--- config.mk ---
export PLATFORM = sky130hd
export DESIGN_NAME = operand_loader
export DESIGN_NICKNAME = d
export VERILOG_FILES = /design/src/rtl/operand_loader.sv
export SDC_FILE = /design/constraint.sdc
export NUM_CORES = 1
export LEC_CHECK = 0
export CORE_MARGIN = 4
export CORE_UTILIZATION = 50
export CTS_CLUSTER_DIAMETER = 100
export DETAILED_ROUTE_END_ITERATION = 10
export HOLD_SLACK_MARGIN = 0.02
export PLACE_DENSITY = 0.85
export SKIP_LAST_GASP = 1
export SLEW_MARGIN = 10
export SYNTH_ARGS = -nofsm -noshare
export SYNTH_HDL_FRONTEND = slang
export SYNTH_SLANG_ARGS = --single-unit
--- constraint.sdc ---
create_clock -name clock -period 1.8 [get_ports clock]
set_input_delay 0.36 -clock clock [delete_from_list [all_inputs] [get_ports clock]]
set_output_delay 0.36 -clock clock [all_outputs]
set_load 0.01 [all_outputs]
--- src/rtl/operand_loader.sv ---
// Operand loader for the shift-and-add multiplier: debounces one key, synchronises
// the switches, and walks the user through load M, load Q and start.
module operand_loader #(
  parameter int DEBOUNCE_CYCLES = 50000,
  parameter int ACK_TIMEOUT     = 255
) (
  input  logic       clock,
  input  logic       reset,
  input  logic       key_n,
  input  logic [7:0] sw,
  input  logic       ready,
  output logic [7:0] Qin,
  output logic       mFlag,
  output logic       start,
  output logic [2:0] phase,
  output logic       busy,
  output logic       err
);

  localparam int DB_W = (DEBOUNCE_CYCLES > 1) ? $clog2(DEBOUNCE_CYCLES) : 1;
  localparam logic [DB_W-1:0] DB_LAST  = DB_W'(DEBOUNCE_CYCLES - 1);
  localparam logic [7:0]      ACK_LAST = 8'(ACK_TIMEOUT - 1);

  typedef enum logic [2:0] {
    LOAD_M = 3'd0,
    LOAD_Q = 3'd1,
    START  = 3'd2,
    RUN    = 3'd3,
    DONE   = 3'd4
  } state_t;

  // Two-flop synchronisers; the key idles released (high)
  logic       key_s1, key_s2;
  logic [7:0] sw_s1, sw_s2;

  always_ff @(posedge clock or posedge reset) begin
    if (reset) begin
      key_s1 <= 1'b1;
      key_s2 <= 1'b1;
      sw_s1  <= 8'h00;
      sw_s2  <= 8'h00;
    end else begin
      key_s1 <= key_n;
      key_s2 <= key_s1;
      sw_s1  <= sw;
      sw_s2  <= sw_s1;
    end
  end

  // Debounce. 'armed' blocks a key held through reset from counting as a press
  // until it has been seen released once the synchroniser holds real samples.
  logic            key_db;
  logic [DB_W-1:0] db_cnt;
  logic [1:0]      fill;
  logic            armed;
  logic            press;

  always_ff @(posedge clock or posedge reset) begin
    if (reset) begin
      key_db <= 1'b1;
      db_cnt <= '0;
      fill   <= 2'b00;
      armed  <= 1'b0;
      press  <= 1'b0;
    end else begin
      press <= 1'b0;
      fill  <= {fill[0], 1'b1};
      if (fill[1] && key_s2 && key_db) armed <= 1'b1;
      if (key_s2 == key_db) begin
        db_cnt <= '0;
      end else if (db_cnt == DB_LAST) begin
        db_cnt <= '0;
        key_db <= key_s2;
        press  <= armed & ~key_s2;
      end else begin
        db_cnt <= db_cnt + DB_W'(1);
      end
    end
  end

  // Sequencer: all outputs are registered copies of the *_nx values
  state_t     state, state_nx;
  logic [7:0] qin_nx;
  logic [7:0] to_cnt, to_cnt_nx;
  logic       mflag_nx, start_nx, busy_nx, err_nx;

  always_ff @(posedge clock or posedge reset) begin
    if (reset) begin
      state  <= LOAD_M;
      Qin    <= 8'h00;
      mFlag  <= 1'b0;
      start  <= 1'b0;
      busy   <= 1'b0;
      err    <= 1'b0;
      to_cnt <= 8'h00;
    end else begin
      state  <= state_nx;
      Qin    <= qin_nx;
      mFlag  <= mflag_nx;
      start  <= start_nx;
      busy   <= busy_nx;
      err    <= err_nx;
      to_cnt <= to_cnt_nx;
    end
  end

  always_comb begin
    state_nx  = state;
    qin_nx    = Qin;
    mflag_nx  = 1'b0;
    start_nx  = start;
    busy_nx   = busy;
    err_nx    = err;
    to_cnt_nx = to_cnt;
    case (state)
      LOAD_M: begin
        if (press) begin
          qin_nx   = sw_s2;
          mflag_nx = 1'b1;
          state_nx = LOAD_Q;
        end
      end
      LOAD_Q: begin
        if (press) begin
          qin_nx    = sw_s2;
          start_nx  = 1'b1;
          busy_nx   = 1'b1;
          to_cnt_nx = 8'h00;
          state_nx  = START;
        end
      end
      START: begin
        // An acknowledge wins over a timeout landing on the same cycle
        if (!ready) begin
          start_nx = 1'b0;
          state_nx = RUN;
        end else if (to_cnt == ACK_LAST) begin
          start_nx = 1'b0;
          busy_nx  = 1'b0;
          err_nx   = 1'b1;
          state_nx = LOAD_M;
        end else if (to_cnt != 8'hFF) begin
          to_cnt_nx = to_cnt + 8'd1;
        end
      end
      RUN: begin
        if (ready) begin
          busy_nx  = 1'b0;
          state_nx = DONE;
        end
      end
      DONE: begin
        if (press) state_nx = LOAD_M;
      end
      default: begin
        state_nx = LOAD_M;
        start_nx = 1'b0;
        busy_nx  = 1'b0;
      end
    endcase
  end

  assign phase = state;

endmodule
; ---- Yosys cells after proc, flatten, opt, wreduce, memory -nomap -nowiden
; Cells that the tools add are included.
[word_totals]
regBits = 62
in_bits = 12
word_cells = 79
[classes]
n_addsub = 2
eq_ne = 17
muxes = 25
n_bitwise = 5
n_reduce_logical = 14
[op_table]
columns = cell, n
row1 = $mux W16, 2
row2 = $mux W8, 4
row3 = $mux W3, 6
row4 = $add A16 B1 Y16 const B, 1
row5 = $eq A16 B16 Y1 const B, 1
row6 = $ne A2 B2 Y1 const B, 8
row7 = $pmux W8 S2, 1
row8 = $pmux W3 S5, 1
row9 = $reduce_and A5 Y1, 3
row10 = $mux W1, 9
row11 = $add A8 B1 Y8 const B, 1
row12 = $eq A8 B8 Y1 const B, 1
row13 = $ne A8 B8 Y1 const B, 1
row14 = $eq A3 B2 Y1 const B, 2
row15 = $reduce_and A3 Y1, 2
row16 = $not A1 Y1, 4
row17 = $pmux W1 S4, 1
row18 = $reduce_and A2 Y1, 2
row19 = $reduce_or A2 Y1, 2
row20 = $eq A3 B1 Y1 const B, 1
row21 = $eq A3 B3 Y1 const B, 1
row22 = $logic_not A3 Y1, 1
row23 = $ne A3 B3 Y1 const B, 1
row24 = $pmux W1 S3, 1
row25 = 5 further kinds, 6

; ---- Depth between registers and ports, before layout
[depth]
ltp_word = 5
ltp_mapped = 6

; ---- Worst setup path before layout
; Ideal clock, no wire load.
[synth_path]
path_kind = register to register
from = register state[2] (netlist: phase[2])
to = register to_cnt[1]
setup_time_ns = 0.125
t_arrival_ns = 1.462
required_ns = 1.675
setup_slack_ns = 0.213
stages_incl_launch_ff = 6
n_path_buf = 1
cell_sequence = dfrtp_1 buf_2 and4bb_2 o21ai_2 o21ai_2 mux2_2
[synth_via]
elab_chain_cells = 3
[synth_lines]
columns = element, line_no
row1 = from (decl), 82  ; state_t state, state_nx;
row2 = from (signal assigned), 97  ; state <= state_nx;
row3 = $eq A3 B2 Y1 / $eq A3 B1 Y1 (equally long branches), 115  ; case (state)
row4 = $ne A2 B2 Y1 (no line) / $reduce_bool A2 Y1 (equally long branches), -
row5 = $reduce_and A5 Y1 (no line), -
row6 = to (signal assigned), 103  ; to_cnt <= to_cnt_nx;
row7 = to (decl), 84  ; logic [7:0] to_cnt, to_cnt_nx;
; Parallel ways exist; a longest one is shown, timed or not.
; A chain may end at the register's enable or synchronous reset.

; ---- Worst setup path after layout
[layout_path]
from = register state[0] (netlist: phase[0])
to = output port phase[0]
[layout_rtl]
columns = element, line_no
row1 = to (decl), 15  ; output logic [2:0] phase,
; No word-level cell between the ends.

==> tab_implementation.tex <==
\begin{tabular}{lr}
\hline
Metric & Value \\
\hline
\multicolumn{2}{l}{\textbf{Detailed routing}} \\
1st-pass router iterations & 4 \\
WL/cell & 13.4 um \\
DR vias & 1678 \\
Number of routed nets with antenna violations & 0 \\
Violation count after the first detailed-routing iteration & 57 \\
Detail-routed via count per cell & 5.26 \\
Post-route DRC & 0 \\
Total wire length & 4270 um \\
\multicolumn{2}{l}{\textbf{Floorplan}} \\
Number of core rows & 25 \\
Die footprint & 0.00624 mm2 \\
Effective utilization at floorplan & 52.3\% \\
Io pins & 27 \\
Core footprint & 0.00482 mm2 \\
Die width & 79.0 um \\
Overall die height & 79.0 um \\
\multicolumn{2}{l}{\textbf{Timing}} \\
Setup repair after global routing missed its margin & no \\
Tmin final & 1720 ps \\
Max Freq & 581 MHz \\
Count of pins over their slew limit & 0 \\
Final worst clock skew & 8.75 ps \\
Fin Hold WS & 337 ps \\
Final critical-path share of the clock period & 95.7\% \\
Final hold vios & 0 \\
Final-layout setup total negative slack & 0 ps \\
Setup violations, final & 0 \\
\multicolumn{2}{l}{\textbf{Final layout}} \\
Non-filler instance count after layout & 319 \\
Area of combinational cells with multiple inputs & 925 um2 \\
Number of diodes added for antenna fixing & 0 \\
Number of fill cells in the layout & 371 \\
Proportion of layout cells with a drive suffix above 1 & 18.3\% \\
Layout overhead on the synthesized area & 21.9\% \\
Final standard cell area without fillers & 0.00307 mm2 \\
Footprint of the flip-flops and latches & 0.00156 mm2 \\
NumNets Final & 263 \\
Leading cell type in the layout, fill and taps excluded & sky130\_fd\_sc\_hd\_\_dfrtp\_1 \\
Top library cells by usage in the layout, fill and taps aside & sky130\_fd\_sc\_hd\_\_dfrtp\_1, sky130\_fd\_sc\_hd\_\_clkdlybuf4s50\_1, sky130\_fd\_sc\_hd\_\_nor2\_1 \\
Utilization after layout & 63.8\% \\
\multicolumn{2}{l}{\textbf{Global routing}} \\
Antenna violations before repair & 0 \\
GRT Overall Usage & 16.0\% \\
Via count of the first global-routing pass & 1687 \\
Global-route wire length before repair & 7720 um \\
GRT Residual Overflow & 0 \\
Pin count of the biggest net entering global routing & 30 \\
\multicolumn{2}{l}{\textbf{Yosys}} \\
Largest area contributor in the netlist & sky130\_fd\_sc\_hd\_\_dfrtp\_1 \\
Synth area leaders & sky130\_fd\_sc\_hd\_\_dfrtp\_1, sky130\_fd\_sc\_hd\_\_mux2\_2, sky130\_fd\_sc\_hd\_\_xnor2\_1 \\
Total number of yosys warnings & 0 \\
Syn Nets & 225 \\
Primary FF master, synth & sky130\_fd\_sc\_hd\_\_dfrtp\_1 \\
Cells after synthesis & 210 \\
Syn avg cell area & 12.0 um2 \\
Proportion of netlist area held by the largest area contributor & 58.6\% \\
Share of flip-flops with an asynchronous set or reset & 100\% \\
Post-synthesis instance area & 0.00252 mm2 \\
Count of flip-flops with a built-in enable after synthesis & 0 \\
Library cells used by synthesis & 41 \\
Register bit count reported by yosys & 62 \\
Share of synthesized area occupied by flip-flops and latches & 61.7\% \\
\multicolumn{2}{l}{\textbf{Min path}} \\
Hold Crit Class & flop to flop \\
Cell depth of the worst min-delay path & 0 \\
Hold Path End & sw\_s2[2] \\
Worst hold start & sw\_s1[2] \\
\multicolumn{2}{l}{\textbf{Clocking}} \\
CTS max path bufs & 2 \\
Post-CTS setup buffer count & 0 \\
Root Driver & sky130\_fd\_sc\_hd\_\_clkbuf\_8 \\
Clock-pin slew of the registers on the worst-case setup and hold paths & 70 ps \\
Clock tree from TritonCTS & built \\
Number of H-tree levels & 3 \\
Skew-Pair Late Insertion Delay & 330 ps \\
Total clock buffers created by CTS & 9 \\
Count of clock tree sinks & 62 \\
\multicolumn{2}{l}{\textbf{Place}} \\
Number of buffers added on ports & 26 \\
Placed cell count & 304 \\
Detailed Place HPWL & 3040 um \\
Global placement routability congestion & 0.826 \\
Cell area after placement & 0.00291 mm2 \\
\multicolumn{2}{l}{\textbf{Setup path}} \\
Crit-path leading delay family & buffers and inverters \\
CP Capture Type & output pin \\
Crit-path max FO & 11 \\
Flop2flop setup slack & 210 ps \\
Critical path startpoint category & flop \\
Worst Path Class, Setup & flop to output pin \\
Worst endpoint required time & 1440 ps \\
Cells along the critical path & clkdlybuf4s50\_1 \\
Worst r2r src & to\_cnt[0] \\
Endpoint of the worst-slack reg-to-reg timing path & to\_cnt[1] \\
Worst R2R Path Depth & 6 \\
Total buffers and inverters traversed by the critical path & 1 \\
Delay of the slowest cell on the worst path & 570 ps \\
WP data arrival & 1360 ps \\
Slowest library cell on the worst path & sky130\_fd\_sc\_hd\_\_clkdlybuf4s50\_1 \\
\multicolumn{2}{l}{\textbf{Flow run}} \\
MaxCap Viol Count & 0 \\
\multicolumn{2}{l}{\textbf{Power and ir drop}} \\
VDD IR-drop max & 0.629 mV \\
Leakage power total & 0.00132 uW \\
Total power per unit cell area & 809 mW/mm2 \\
\multicolumn{2}{l}{\textbf{Outcome}} \\
Result of the run & complete, no violations \\
\hline
\end{tabular}
state kept, by name (all words and copies together) (netlist names):
name    cells
sw_s1       8
to_cnt      8
press       1
armed       1
busy        1
sw_s2       8
key_s2      1
key_s1      1
fill        2
err         1
mFlag       1
phase       3
key_db      1
db_cnt     16
Qin         8
start       1
metal layers:
metal / GRT usage (%) / wire (um) / part of all wire (%) / vias up
met5: 0 / 0 / 0 / -
met4: 6.19 / 62 / 1.5 / 0
met3: 5.90 / 214 / 5.0 / 7
met2: 26.4 / 2200 / 52 / 37
met1: 19.1 / 1790 / 42 / 814
li1: - / - / - / 820
synthesized netlist by cell type, types with 3 or more instances:
library cell,instances
sky130_fd_sc_hd__dfrtp_1,59
sky130_fd_sc_hd__ha_1,3
sky130_fd_sc_hd__nor3_1,7
sky130_fd_sc_hd__nand3_1,7
sky130_fd_sc_hd__inv_1,4
sky130_fd_sc_hd__nand2b_1,3
sky130_fd_sc_hd__o21a_1,3
sky130_fd_sc_hd__buf_2,5
sky130_fd_sc_hd__xnor2_1,11
sky130_fd_sc_hd__dfstp_2,3
sky130_fd_sc_hd__nand4_1,6
sky130_fd_sc_hd__xor2_1,4
sky130_fd_sc_hd__and3_1,6
sky130_fd_sc_hd__mux2_2,10
sky130_fd_sc_hd__nor2_1,19
sky130_fd_sc_hd__a21oi_1,7
sky130_fd_sc_hd__a31oi_1,3
sky130_fd_sc_hd__nand2_1,11
sky130_fd_sc_hd__o21ai_0,10
worst max path at each step:
| stage | cells past startpoint | start | slack [ps] | end |
|---|---|---|---|---|
| 2_1_floorplan | 5 | phase[2] | 210 | to_cnt[1] |
| 3_3_place_gp | 5 | ready | 60 | to_cnt[1] |
| 3_5_place_dp | 5 | ready | 20 | to_cnt[1] |
| 4_1_cts | 1 | phase[0] | 50 | phase[0] |
| 5_1_grt | 1 | phase[0] | 20 | phase[0] |
| 6_report | 1 | phase[0] | 80 | phase[0] |
kinds of logic after synthesis:
family | share of synthesized area (%)
flops | 61.7
fa+ha+maj | 1.49
compound gates | 8.74
mux | 4.87
simple gates | 16.2
buf+inv | 1.59
xor+xnor | 5.21
other cells | 0.149
through the flow:
stage               setup slack, ps  power (uW)
floorplan                       213        1490
global placement               57.5        1540
detailed placement             22.9        1540
CTS                            48.9        2530
global route                   16.8        2600
finish                         77.5        2490
power breakdown:
part	total (uW)	switching [uW]	internal [uW]
Clock	969	488	481
Sequential	1440	13.3	1420
Combinational	79.4	41.1	38.3
Total	2490	542	1940
layout make-up:
type                            instances  area share [%]
Inverter                                4           0.611
Multi-Input combinational cell        139            30.1
Clock buffer                           10            4.15
Clock inverter                          5           0.896
Tap cell                               67            2.73
Sequential cell                        62            50.8
Timing Repair Buffer                   32            10.8
what timing repair did:
item,in CTS,in global routing
resized for setup,3,0
endpoints found under the setup margin,3,0
hold buffers,0,0
(Power assumes the default switching activity.)
